File: src/rtl/xbar_axi_pkg.sv
// Shared AXI crossbar types: burst encodings, beat-generator FSM states and
// a helper that qualifies WRAP burst lengths.
package xbar_axi_pkg;

  typedef enum logic [1:0] {
    FIXED = 2'b00,
    INCR  = 2'b01,
    WRAP  = 2'b10,
    RSVD  = 2'b11
  } burst_t;

  typedef enum logic {
    IDLE  = 1'b0,
    BURST = 1'b1
  } state_t;

  // WRAP is only defined for 2, 4, 8 or 16 beats
  function automatic logic wrap_len_ok(input logic [31:0] len);
    return (len == 32'd1) || (len == 32'd3) || (len == 32'd7) || (len == 32'd15);
  endfunction

endpackage

File: src/rtl/aw_beat_gen_if.sv
// Bus bundles around the AW beat generator: the show-ahead FIFO front and
// the per-beat address stream toward the W datapath.
interface aw_fifo_if #(
  parameter int ID_WIDTH   = 4,
  parameter int ADDR_WIDTH = 32,
  parameter int LEN_WIDTH  = 4,
  parameter int SIZE_WIDTH = 3
);
  logic                  fifo_empty;
  logic                  fifo_pop;
  logic [ID_WIDTH-1:0]   front_AWID;
  logic [ADDR_WIDTH-1:0] front_AWADDR;
  logic [LEN_WIDTH-1:0]  front_AWLEN;
  logic [SIZE_WIDTH-1:0] front_AWSIZE;
  logic [1:0]            front_AWBURST;

  modport master (output fifo_empty, front_AWID, front_AWADDR, front_AWLEN,
                  front_AWSIZE, front_AWBURST, input fifo_pop);
  modport slave  (input fifo_empty, front_AWID, front_AWADDR, front_AWLEN,
                  front_AWSIZE, front_AWBURST, output fifo_pop);
endinterface

interface aw_beat_if #(
  parameter int ID_WIDTH   = 4,
  parameter int ADDR_WIDTH = 32,
  parameter int LEN_WIDTH  = 4,
  parameter int SIZE_WIDTH = 3
);
  logic                  beat_valid;
  logic                  beat_ready;
  logic [ID_WIDTH-1:0]   beat_id;
  logic [ADDR_WIDTH-1:0] beat_addr;
  logic [SIZE_WIDTH-1:0] beat_size;
  logic [LEN_WIDTH-1:0]  beat_idx;
  logic                  beat_last;

  modport master (output beat_valid, beat_id, beat_addr, beat_size, beat_idx,
                  beat_last, input beat_ready);
  modport slave  (input beat_valid, beat_id, beat_addr, beat_size, beat_idx,
                  beat_last, output beat_ready);
endinterface

File: src/rtl/axi_next_addr.sv
// Combinational AXI beat-address stepper (FIXED/INCR/WRAP); RSVD steps as INCR.
// Shared by the AW and AR beat generators.
module axi_next_addr
  import xbar_axi_pkg::*;
#(
  parameter int ADDR_WIDTH = 32,
  parameter int LEN_WIDTH  = 4,
  parameter int SIZE_WIDTH = 3
) (
  input  logic [ADDR_WIDTH-1:0] addr_i,
  input  logic [SIZE_WIDTH-1:0] size_i,
  input  logic [LEN_WIDTH-1:0]  len_i,
  input  burst_t                burst_i,
  output logic [ADDR_WIDTH-1:0] next_addr_o
);

  logic [ADDR_WIDTH-1:0] beat_bytes;
  logic [ADDR_WIDTH-1:0] beat_mask;
  logic [ADDR_WIDTH-1:0] wrap_mask;

  assign beat_bytes = ADDR_WIDTH'(1) << size_i;
  assign beat_mask  = beat_bytes - ADDR_WIDTH'(1);
  assign wrap_mask  = ((ADDR_WIDTH'(len_i) + ADDR_WIDTH'(1)) << size_i) - ADDR_WIDTH'(1);

  always_comb begin
    next_addr_o = addr_i;
    case (burst_i)
      FIXED:   next_addr_o = addr_i;
      WRAP:    next_addr_o = (addr_i & ~wrap_mask) | ((addr_i + beat_bytes) & wrap_mask);
      default: next_addr_o = (addr_i & ~beat_mask) + beat_bytes;
    endcase
  end

endmodule

File: src/rtl/aw_beat_gen.sv
// AW beat generator: pops write-address commands from the FIFO front and
// emits one beat address per cycle, chaining bursts without bubbles.
module aw_beat_gen
  import xbar_axi_pkg::*;
#(
  parameter int ID_WIDTH   = 4,
  parameter int ADDR_WIDTH = 32,
  parameter int LEN_WIDTH  = 4,
  parameter int SIZE_WIDTH = 3
) (
  input  logic       clk,
  input  logic       nrst,
  aw_fifo_if.slave   fifo,
  aw_beat_if.master  beat,
  output logic       busy,
  output logic       burst_err
);

  state_t                state_q;
  logic [ID_WIDTH-1:0]   id_q;
  logic [ADDR_WIDTH-1:0] addr_q;
  logic [LEN_WIDTH-1:0]  len_q;
  logic [SIZE_WIDTH-1:0] size_q;
  burst_t                burst_q;
  logic [LEN_WIDTH-1:0]  idx_q;
  logic                  valid_q;
  logic                  err_q;

  burst_t                burst_d;
  logic [ADDR_WIDTH-1:0] addr_d;
  logic                  err_d;
  logic [ADDR_WIDTH-1:0] step_addr;
  logic [ADDR_WIDTH-1:0] front_mask;
  logic                  handshake;
  logic                  last;
  logic                  pop;

  assign front_mask = (ADDR_WIDTH'(1) << fifo.front_AWSIZE) - ADDR_WIDTH'(1);

  // Sanitise the front command: illegal bursts fall back to INCR, and an
  // unaligned WRAP start is pulled down to its beat boundary.
  always_comb begin
    burst_d = burst_t'(fifo.front_AWBURST);
    addr_d  = fifo.front_AWADDR;
    err_d   = 1'b0;
    if (burst_d == RSVD) begin
      burst_d = INCR;
      err_d   = 1'b1;
    end else if (burst_d == WRAP) begin
      if (!wrap_len_ok(32'(fifo.front_AWLEN))) begin
        burst_d = INCR;
        err_d   = 1'b1;
      end else if ((fifo.front_AWADDR & front_mask) != '0) begin
        addr_d = fifo.front_AWADDR & ~front_mask;
        err_d  = 1'b1;
      end
    end
  end

  assign handshake = valid_q & beat.beat_ready;
  assign last      = (idx_q == len_q);
  assign pop       = nrst & ~fifo.fifo_empty & ((state_q == IDLE) | (handshake & last));

  axi_next_addr #(
    .ADDR_WIDTH (ADDR_WIDTH),
    .LEN_WIDTH  (LEN_WIDTH),
    .SIZE_WIDTH (SIZE_WIDTH)
  ) u_next_addr (
    .addr_i      (addr_q),
    .size_i      (size_q),
    .len_i       (len_q),
    .burst_i     (burst_q),
    .next_addr_o (step_addr)
  );

  always_ff @(posedge clk) begin
    if (!nrst) begin
      state_q <= IDLE;
      id_q    <= '0;
      addr_q  <= '0;
      len_q   <= '0;
      size_q  <= '0;
      burst_q <= FIXED;
      idx_q   <= '0;
      valid_q <= 1'b0;
      err_q   <= 1'b0;
    end else begin
      err_q <= 1'b0;
      if (pop) begin
        state_q <= BURST;
        id_q    <= fifo.front_AWID;
        addr_q  <= addr_d;
        len_q   <= fifo.front_AWLEN;
        size_q  <= fifo.front_AWSIZE;
        burst_q <= burst_d;
        idx_q   <= '0;
        valid_q <= 1'b1;
        err_q   <= err_d;
      end else if (handshake) begin
        if (last) begin
          state_q <= IDLE;
          valid_q <= 1'b0;
        end else begin
          idx_q  <= idx_q + LEN_WIDTH'(1);
          addr_q <= step_addr;
        end
      end
    end
  end

  assign fifo.fifo_pop   = pop;
  assign beat.beat_valid = valid_q;
  assign beat.beat_id    = id_q;
  assign beat.beat_addr  = addr_q;
  assign beat.beat_size  = size_q;
  assign beat.beat_idx   = idx_q;
  assign beat.beat_last  = last;
  assign busy            = (state_q == BURST);
  assign burst_err       = err_q;

endmodule

File: src/flat_wrapper.sv
// flat-port wrapper written by rule: the top's interface ports become plain ports
module aw_beat_gen_flat import xbar_axi_pkg::*;
#(
  parameter int ID_WIDTH   = 4,
  parameter int ADDR_WIDTH = 32,
  parameter int LEN_WIDTH  = 4,
  parameter int SIZE_WIDTH = 3
)
  (clk, nrst, busy, burst_err, fifo_fifo_empty, fifo_front_AWID, fifo_front_AWADDR, fifo_front_AWLEN, fifo_front_AWSIZE, fifo_front_AWBURST, fifo_fifo_pop, beat_beat_valid, beat_beat_id, beat_beat_addr, beat_beat_size, beat_beat_idx, beat_beat_last, beat_beat_ready);
  aw_fifo_if #(.ID_WIDTH(ID_WIDTH), .ADDR_WIDTH(ADDR_WIDTH), .LEN_WIDTH(LEN_WIDTH), .SIZE_WIDTH(SIZE_WIDTH)) fifo_i ();
  aw_beat_if #(.ID_WIDTH(ID_WIDTH), .ADDR_WIDTH(ADDR_WIDTH), .LEN_WIDTH(LEN_WIDTH), .SIZE_WIDTH(SIZE_WIDTH)) beat_i ();
  input  logic clk;
  input  logic nrst;
  output logic busy;
  output logic burst_err;
  input wire logic [$bits(fifo_i.fifo_empty)-1:0] fifo_fifo_empty;
  input wire logic [$bits(fifo_i.front_AWID)-1:0] fifo_front_AWID;
  input wire logic [$bits(fifo_i.front_AWADDR)-1:0] fifo_front_AWADDR;
  input wire logic [$bits(fifo_i.front_AWLEN)-1:0] fifo_front_AWLEN;
  input wire logic [$bits(fifo_i.front_AWSIZE)-1:0] fifo_front_AWSIZE;
  input wire logic [$bits(fifo_i.front_AWBURST)-1:0] fifo_front_AWBURST;
  output wire logic [$bits(fifo_i.fifo_pop)-1:0] fifo_fifo_pop;
  output wire logic [$bits(beat_i.beat_valid)-1:0] beat_beat_valid;
  output wire logic [$bits(beat_i.beat_id)-1:0] beat_beat_id;
  output wire logic [$bits(beat_i.beat_addr)-1:0] beat_beat_addr;
  output wire logic [$bits(beat_i.beat_size)-1:0] beat_beat_size;
  output wire logic [$bits(beat_i.beat_idx)-1:0] beat_beat_idx;
  output wire logic [$bits(beat_i.beat_last)-1:0] beat_beat_last;
  input wire logic [$bits(beat_i.beat_ready)-1:0] beat_beat_ready;
  assign fifo_i.fifo_empty = fifo_fifo_empty;
  assign fifo_i.front_AWID = fifo_front_AWID;
  assign fifo_i.front_AWADDR = fifo_front_AWADDR;
  assign fifo_i.front_AWLEN = fifo_front_AWLEN;
  assign fifo_i.front_AWSIZE = fifo_front_AWSIZE;
  assign fifo_i.front_AWBURST = fifo_front_AWBURST;
  assign fifo_fifo_pop = fifo_i.fifo_pop;
  assign beat_beat_valid = beat_i.beat_valid;
  assign beat_beat_id = beat_i.beat_id;
  assign beat_beat_addr = beat_i.beat_addr;
  assign beat_beat_size = beat_i.beat_size;
  assign beat_beat_idx = beat_i.beat_idx;
  assign beat_beat_last = beat_i.beat_last;
  assign beat_i.beat_ready = beat_beat_ready;
  aw_beat_gen #(.ID_WIDTH(ID_WIDTH), .ADDR_WIDTH(ADDR_WIDTH), .LEN_WIDTH(LEN_WIDTH), .SIZE_WIDTH(SIZE_WIDTH)) u_core (.clk(clk), .nrst(nrst), .fifo(fifo_i), .beat(beat_i), .busy(busy), .burst_err(burst_err));
endmodule
File: config.mk
export PLATFORM = sky130hd
export DESIGN_NAME = aw_beat_gen_flat
export DESIGN_NICKNAME = d
export VERILOG_FILES = /design/src/rtl/xbar_axi_pkg.sv /design/src/rtl/aw_beat_gen_if.sv /design/src/rtl/axi_next_addr.sv /design/src/rtl/aw_beat_gen.sv /design/src/flat_wrapper.sv
export SDC_FILE = /design/constraint.sdc
export NUM_CORES = 1
export LEC_CHECK = 0
export CORE_AREA = 4 4 123 125
export CTS_CLUSTER_SIZE = 20
export DETAILED_ROUTE_END_ITERATION = 12
export DIE_AREA = 0 0 127 129
export GPL_TIMING_DRIVEN = 0
export PLACE_DENSITY = 0.67
export SKIP_LAST_GASP = 1
export SYNTH_ARGS = -nofsm -noshare
export SYNTH_HDL_FRONTEND = slang
export SYNTH_HIERARCHICAL = 1
export SYNTH_SLANG_ARGS = --single-unit
File: constraint.sdc
create_clock -name clk -period 4.6 [get_ports clk]
set_input_delay 0.92 -clock clk [delete_from_list [all_inputs] [get_ports clk]]
set_output_delay 0.92 -clock clk [all_outputs]
set_load 0.1 [all_outputs]
# --- After elaboration in Yosys (flattened, before gate mapping) ---
# Cells that the tools add are included.
# Widths: inputs -> output; s select.
word_totals:
  elab_cells: 76
  regBits: 51
  output_inout_bits: 48
  in_bits: 49
op_classes:
  bitwise: 18
  n_shift: 3
  eq_ne: 10
  n_addsub: 7
  muxes: 18
  reduce_logical: 12
ops:
  columns: ["cell", "n"]
  rows:
  - ["$mux 32", 7]
  - ["$and 32x32->32", 5]
  - ["$not 32->32", 3]
  - ["$add 32x32->32", 2]
  - ["$pmux 32 s2", 1]
  - ["$shl 1x3->32 const A", 2]
  - ["$sub 32x1->32 const B", 2]
  - ["$or 32x32->32", 1]
  - ["$reduce_bool 32->1", 1]
  - ["$shl 5x3->32", 1]
  - ["$sub 32x2->32 const B", 1]
  - ["$mux 1", 7]
  - ["$eq 2x2->1 const B", 3]
  - ["$mux 2", 3]
  - ["$reduce_and 2->1", 3]
  - ["$add 4x1->5 const B", 1]
  - ["$add 4x1->4 const B", 1]
  - ["$and 1x1->1", 4]
  - ["$eq 4x1->1 const B", 1]
  - ["$eq 4x2->1 const B", 1]
  - ["$eq 4x3->1 const B", 1]
  - ["$eq 4x4->1", 1]
  - ["$eq 4x4->1 const B", 1]
  - ["$ne 2x2->1 const B", 2]
  - ["other kinds (7)", 13]

# --- Longest topological paths before layout ---
depth:
  depth_word: 10
  depth_mapped: 18
  depth_no_buf: 16

# --- Hierarchy ---
# Netlist, hierarchy kept.
by_module_without_submodules:
  columns: ["module", "area_per_inst_um2", "n_inst", "seq_area_each_um2", "cells_each"]
  rows:
  - ["axi_next_addr", 2966.6, 1, 0.0, 436]
  - ["aw_beat_gen", 2522.4, 1, 1021.0, 317]

# --- Worst setup path after synthesis ---
# No wires, ideal clock.
synth_path:
  kind: "reg2reg"
  start: "reg u_core.size_q[2] (netlist: u_core/beat.beat_size[2])"
  end: "reg u_core.addr_q[22] (netlist: u_core/beat.beat_addr[22])"
  required_ns: 4.523
  synth_period_minus_slack_ns: 4.526
  setup_ns: 0.077
  n_path_buf: 4
  setup_slack_ns: 0.074
  path_stages_with_launch: 17
  t_arrival_ns: 4.449
  path_cell_list: "dfxtp_1 > buf_2 > buf_4 > buf_2 > clkbuf_1 > nand3_1 > ha_1 > and2_1 > ha_1 > a21bo_2 > o31a_2 > nor4_4 > o211ai_1 > a21boi_1 > a211oi_2 > a21oi_1 > o22ai_1"
synth_between:
  elab_chain_cells: 9
  word_cells_on_any_way: 16
  cone_classes: "add/sub (4); shift (2); mux (4); bitwise (6)"
synth_rtl:
  columns: ["element", "line", "text"]
  rows:
  - ["start: declaration", "aw_beat_gen.sv:23", "logic [SIZE_WIDTH-1:0] size_q;"]
  - ["start signal: assignment", "aw_beat_gen.sv:94", "size_q <= fifo.front_AWSIZE;"]
  - ["$shl 1x3->32 / $shl 5x3->32 (equally long branches)", "axi_next_addr.sv:21, axi_next_addr.sv:23", null]
  - ["$sub 32x1->32 (on tied branches)", "axi_next_addr.sv:22, axi_next_addr.sv:23", null]
  - ["$not 32->32 (on tied branches)", "axi_next_addr.sv:30, axi_next_addr.sv:29", null]
  - ["$and 32x32->32 (on tied branches)", "axi_next_addr.sv:30, axi_next_addr.sv:29", null]
  - ["$add 32x32->32 / $or 32x32->32 (equally long branches)", "axi_next_addr.sv:30, axi_next_addr.sv:29", null]
  - ["$pmux 32 s2 (*)", "axi_next_addr.sv:27", "case (burst_i)"]
  - ["via u_core.step_addr[22]", "aw_beat_gen.sv:32", "logic [ADDR_WIDTH-1:0] step_addr;"]
  - ["$mux 32 (*)", "aw_beat_gen.sv:100", "if (last) begin"]
  - ["$mux 32 (*)", "aw_beat_gen.sv:99", "end else if (handshake) begin"]
  - ["$mux 32 (*)", "aw_beat_gen.sv:89", "if (pop) begin"]
  - ["end signal: assignment", "aw_beat_gen.sv:92", "addr_q <= addr_d;"]
  - ["end signal: assignment", "aw_beat_gen.sv:105", "addr_q <= step_addr;"]
  - ["end: declaration", "aw_beat_gen.sv:21", "logic [ADDR_WIDTH-1:0] addr_q;"]
# Mark *: on every way through the listed nets, which the timed path passes. The rest lies on a longest branch. The select of a mux whose other input is x is not followed.
# A chain may end at the register's enable or synchronous reset.

# --- Final worst setup path ---
layout_path:
  start: "reg u_core.size_q[1] (netlist: u_core/beat.beat_size[1])"
  end: "reg u_core.addr_q[18] (netlist: u_core/beat.beat_addr[18])"
# The elaborated chain is that of the path after synthesis.

==> results.md <==
* Vias at 6132
* WP data required at between 4000 and 5000 ps
* Leakage at around 2.6 nW
* Post-synthesis adder-cell area fraction at under 10%
* Die X at 127 µm
* WL/cell at between 15 and 20 µm
* WL final at roughly 19000 µm
* Antenna fix cells at 0
* Hold Slack at between 400 and 500 ps
* Top Usage Layer GRT: met2
* Clock Pin Slew Worst Setup and Hold Paths at approximately 70 ps
* Final hold vios at 0
* Post-Synthesis Cells at 753
* Antenna violations before repair at 0
* Synth cell count leaders: nand2_1 (104), o21ai_0 (69), a21oi_1 (63), dfxtp_1 (51), nor2_1 (46)
* Synth top area cells: dfxtp_1 (19%), nand2_1 (7.1%), o21ai_0 (6.3%)
* Port bufs at 95
* Fin crit share at between 90% and 100%
* Hold_buf cts at 0
* Largest family of logic cells by synthesized area: compound AO/OA/AOI/OAI gates
* Total CTS buffers at 5
* Crit path arrival time at roughly 4600 ps
* RePlAce Congestion at just over 0.9
* Synth Area in XOR/XNOR at approximately 5.6%
* Unique cell type count in the Yosys netlist at 98
* Grt met2 use at 34.2%
* Maximum VDD drop at 171 µV
* Worst skew pair latency at 290 ps
* Hold Crit Class: reg -> reg
* Setup Viol. Count Final at 0
* Period minus WS final at 4330 ps
* H-Tree Depth at 2
* Initial DRC count at between 500 and 600
* Max Clock Skew at 6.61 ps
* Synthesis-to-layout area growth at 24.0%
* Yosys top cell by area: dfxtp_1
* DRC Markers at 0
* PwrDens at approximately 310 mW/mm²
* CORE AREA at 0.0139 mm²
* RSZ-0062 raised after global routing: true
* Setup_tns at 0 ps
* Setup Fix Bufs, Post-CTS at 0
* Die Ht at between 100 and 150 µm
* Status: completed
* YS warnings at 6
* #FFs+latches synth at 51
* Relative slew slack at between 30% and 40%
* Post-layout util at between 40% and 50%
* Compound-Gate Fraction of Synth Area at between 30% and 40%
* Standard-cell rows at 43
* Vias in the first global route at 5575
* CP Capture Type: flop
* Proportion of netlist area held by the largest area contributor at a little under a fifth
* Largest net degree at the start of global routing at 16
* Setup CP Type: reg -> reg
* Final ANT Viol Nets at 0
* Average size of a mapped cell at ~7.3 µm²
* Vias per cell at ~5.9
* Met1 global-route usage at a little under a third
* Clock root buffer master: clkbuf_16
* Met3 Use GR at between 3 and 4%
* EDFF count, synth at 0
* Ratio of cells with drive above 1 in the final layout at under 10%
* Ys flop type: dfxtp_1
* Synth Cell Area at around 0.0055 mm²
* Register area share after synthesis at between 10% and 20%
* Max-Cap Viols at 0
* Fin nets at between 900 and 1000
* Async S/R FF share, synth at 0%
* Slew Limit Fails at 0
* IO Pins at 97
* CP Max Fanout at 10
* Sink Count at about 50
* Nature of the critical path startpoint: flop
* Clock Tree Buf Depth at 2
* CTS tree: done
* Proportion of synthesized area in mux cells at about 4.5%
* Highest clock rate at 0.231 GHz
* Gr ovfl total at 0
* Initial core utilization at between 30% and 40%
* Most common cell in the netlist: nand2_1
* Full die area at 0.0164 mm²
* Total GRT Usage at between 20 and 25%
* First-pass GRT wire length at 29400 µm
* Net Count, Synth at 821
* Fraction of the mapped netlist area in simple logic gates at approximately a quarter
* Post-DP HPWL at roughly 15000 µm
* Slew @ Worst Pin at about 1000 ps
* Number of detailed-route iterations in the first pass at 5
[cells by family (layout without fill, tap and decap cells)]
family                     count (synthesis)  after routing
buffers and inverters                     77            179
and+or+nand+nor                          273            273
xor gates and xnor gates                  35             35
muxes                                     24             24
DFF                                       51             51
AOI/OAI and AO/OA                        272            272
adders and majority gates                 21             21
[routing by layer]
layer / wire [µm] / up-vias
li1: - / 3003
met1: 8610 / 2871
met2: 8350 / 232
met3: 1380 / 26
met4: 336 / 0
met5: 0 / -
[worst max-delay path, stage by stage (launching register included)]
cell,delay [ps]
dfxtp_1,590
buf_6,200
buf_2,230
clkbuf_2,270
nor2_1,120
nand2_1,170
ha_1,270
inv_1,80
mux2_1,350
a311oi_1,440
o31a_2,340
nor2_4,90
a22o_1,300
a222oi_1,490
a21oi_1,140
o22ai_1,150
[final timing paths]
check,startpoint,end,slack [ps],depth (start not counted)
setup reg to reg,u_core/beat.beat_size[1],u_core/beat.beat_addr[18],270,15
hold / removal,u_core/beat.beat_id[2],u_core/beat.beat_id[2],470,2
hold reg to reg,u_core/beat.beat_id[2],u_core/beat.beat_id[2],470,2
setup / recovery,u_core/beat.beat_size[1],u_core/beat.beat_addr[18],270,15
[layout make-up]
| type | instances | area (µm²) |
|---|---|---|
| fill | 1438 | 7080 |
| multi-input combinational | 625 | 4120 |
| sequential | 51 | 1020 |
| timing repair buffer | 95 | 946 |
| buffer | 48 | 246 |
| tap | 180 | 225 |
| clock buffer | 6 | 129 |
| inverter | 28 | 105 |
| clock inverter | 2 | 12.5 |
[report_power, final]
part           switching, mW  internal [mW]  total (mW)  leakage, nW
sequential            0.0908          0.494       0.584        0.421
clock                  0.169          0.201       0.370       0.0669
combinational          0.799          0.352        1.15         2.11
total                   1.06           1.05        2.11         2.59
[registers in the layout, indices dropped and copies added, names as in the netlist]
register and flops:
u_core/burst_q 2, u_core/len_q 4, u_core/beat.beat_addr 32, u_core/beat.beat_valid 1, u_core/burst_err 1, u_core/beat.beat_size 3
u_core/beat.beat_id 4, u_core/beat.beat_idx 4
[what timing repair did]
| item | 4_1_cts | 5_1_grt |
|---|---|---|
| gates resized for setup | 1 | 6 |
| pin swaps | 0 | 0 |
| endpoints found under the setup margin | 1 | 21 |
[cell usage in the layout, fill, tap and decap left out, types with 4 or more instances in the layout]
master,count
a31oi_1,15
buf_6,6
nand2_1,104
o21a_1,5
a21o_1,6
inv_1,26
o21ai_0,69
and4_1,4
ha_1,18
nor4_1,7
and3_1,21
a211oi_1,10
nand4_1,11
dfxtp_1,51
o22ai_1,18
nor2b_1,5
o211ai_1,6
and2_1,8
buf_2,9
clkbuf_1,29
nor3_1,11
a22oi_1,12
nand2b_1,9
clkbuf_16,5
xnor2_1,18
clkdlybuf4s50_1,94
a21oi_1,63
nor2_1,46
o2111ai_1,4
mux2i_1,20
a211oi_2,4
xor2_1,17
nand3_1,14
nor3b_1,5
[per-stage QoR]
stage                     cell area, µm²  total power [mW]  std cells  setup slack [ps]
after floorplan                     5490              1.42        753              74.4
after global placement              6670              1.73       1028              -224
after detailed placement            6670              1.73       1028              -243
after CTS                           6810              2.10       1036              31.5
after global routing                6800              2.21       1035             -20.1
final                               6800              2.11       1035               274
Power figures use the tool's default switching activity.
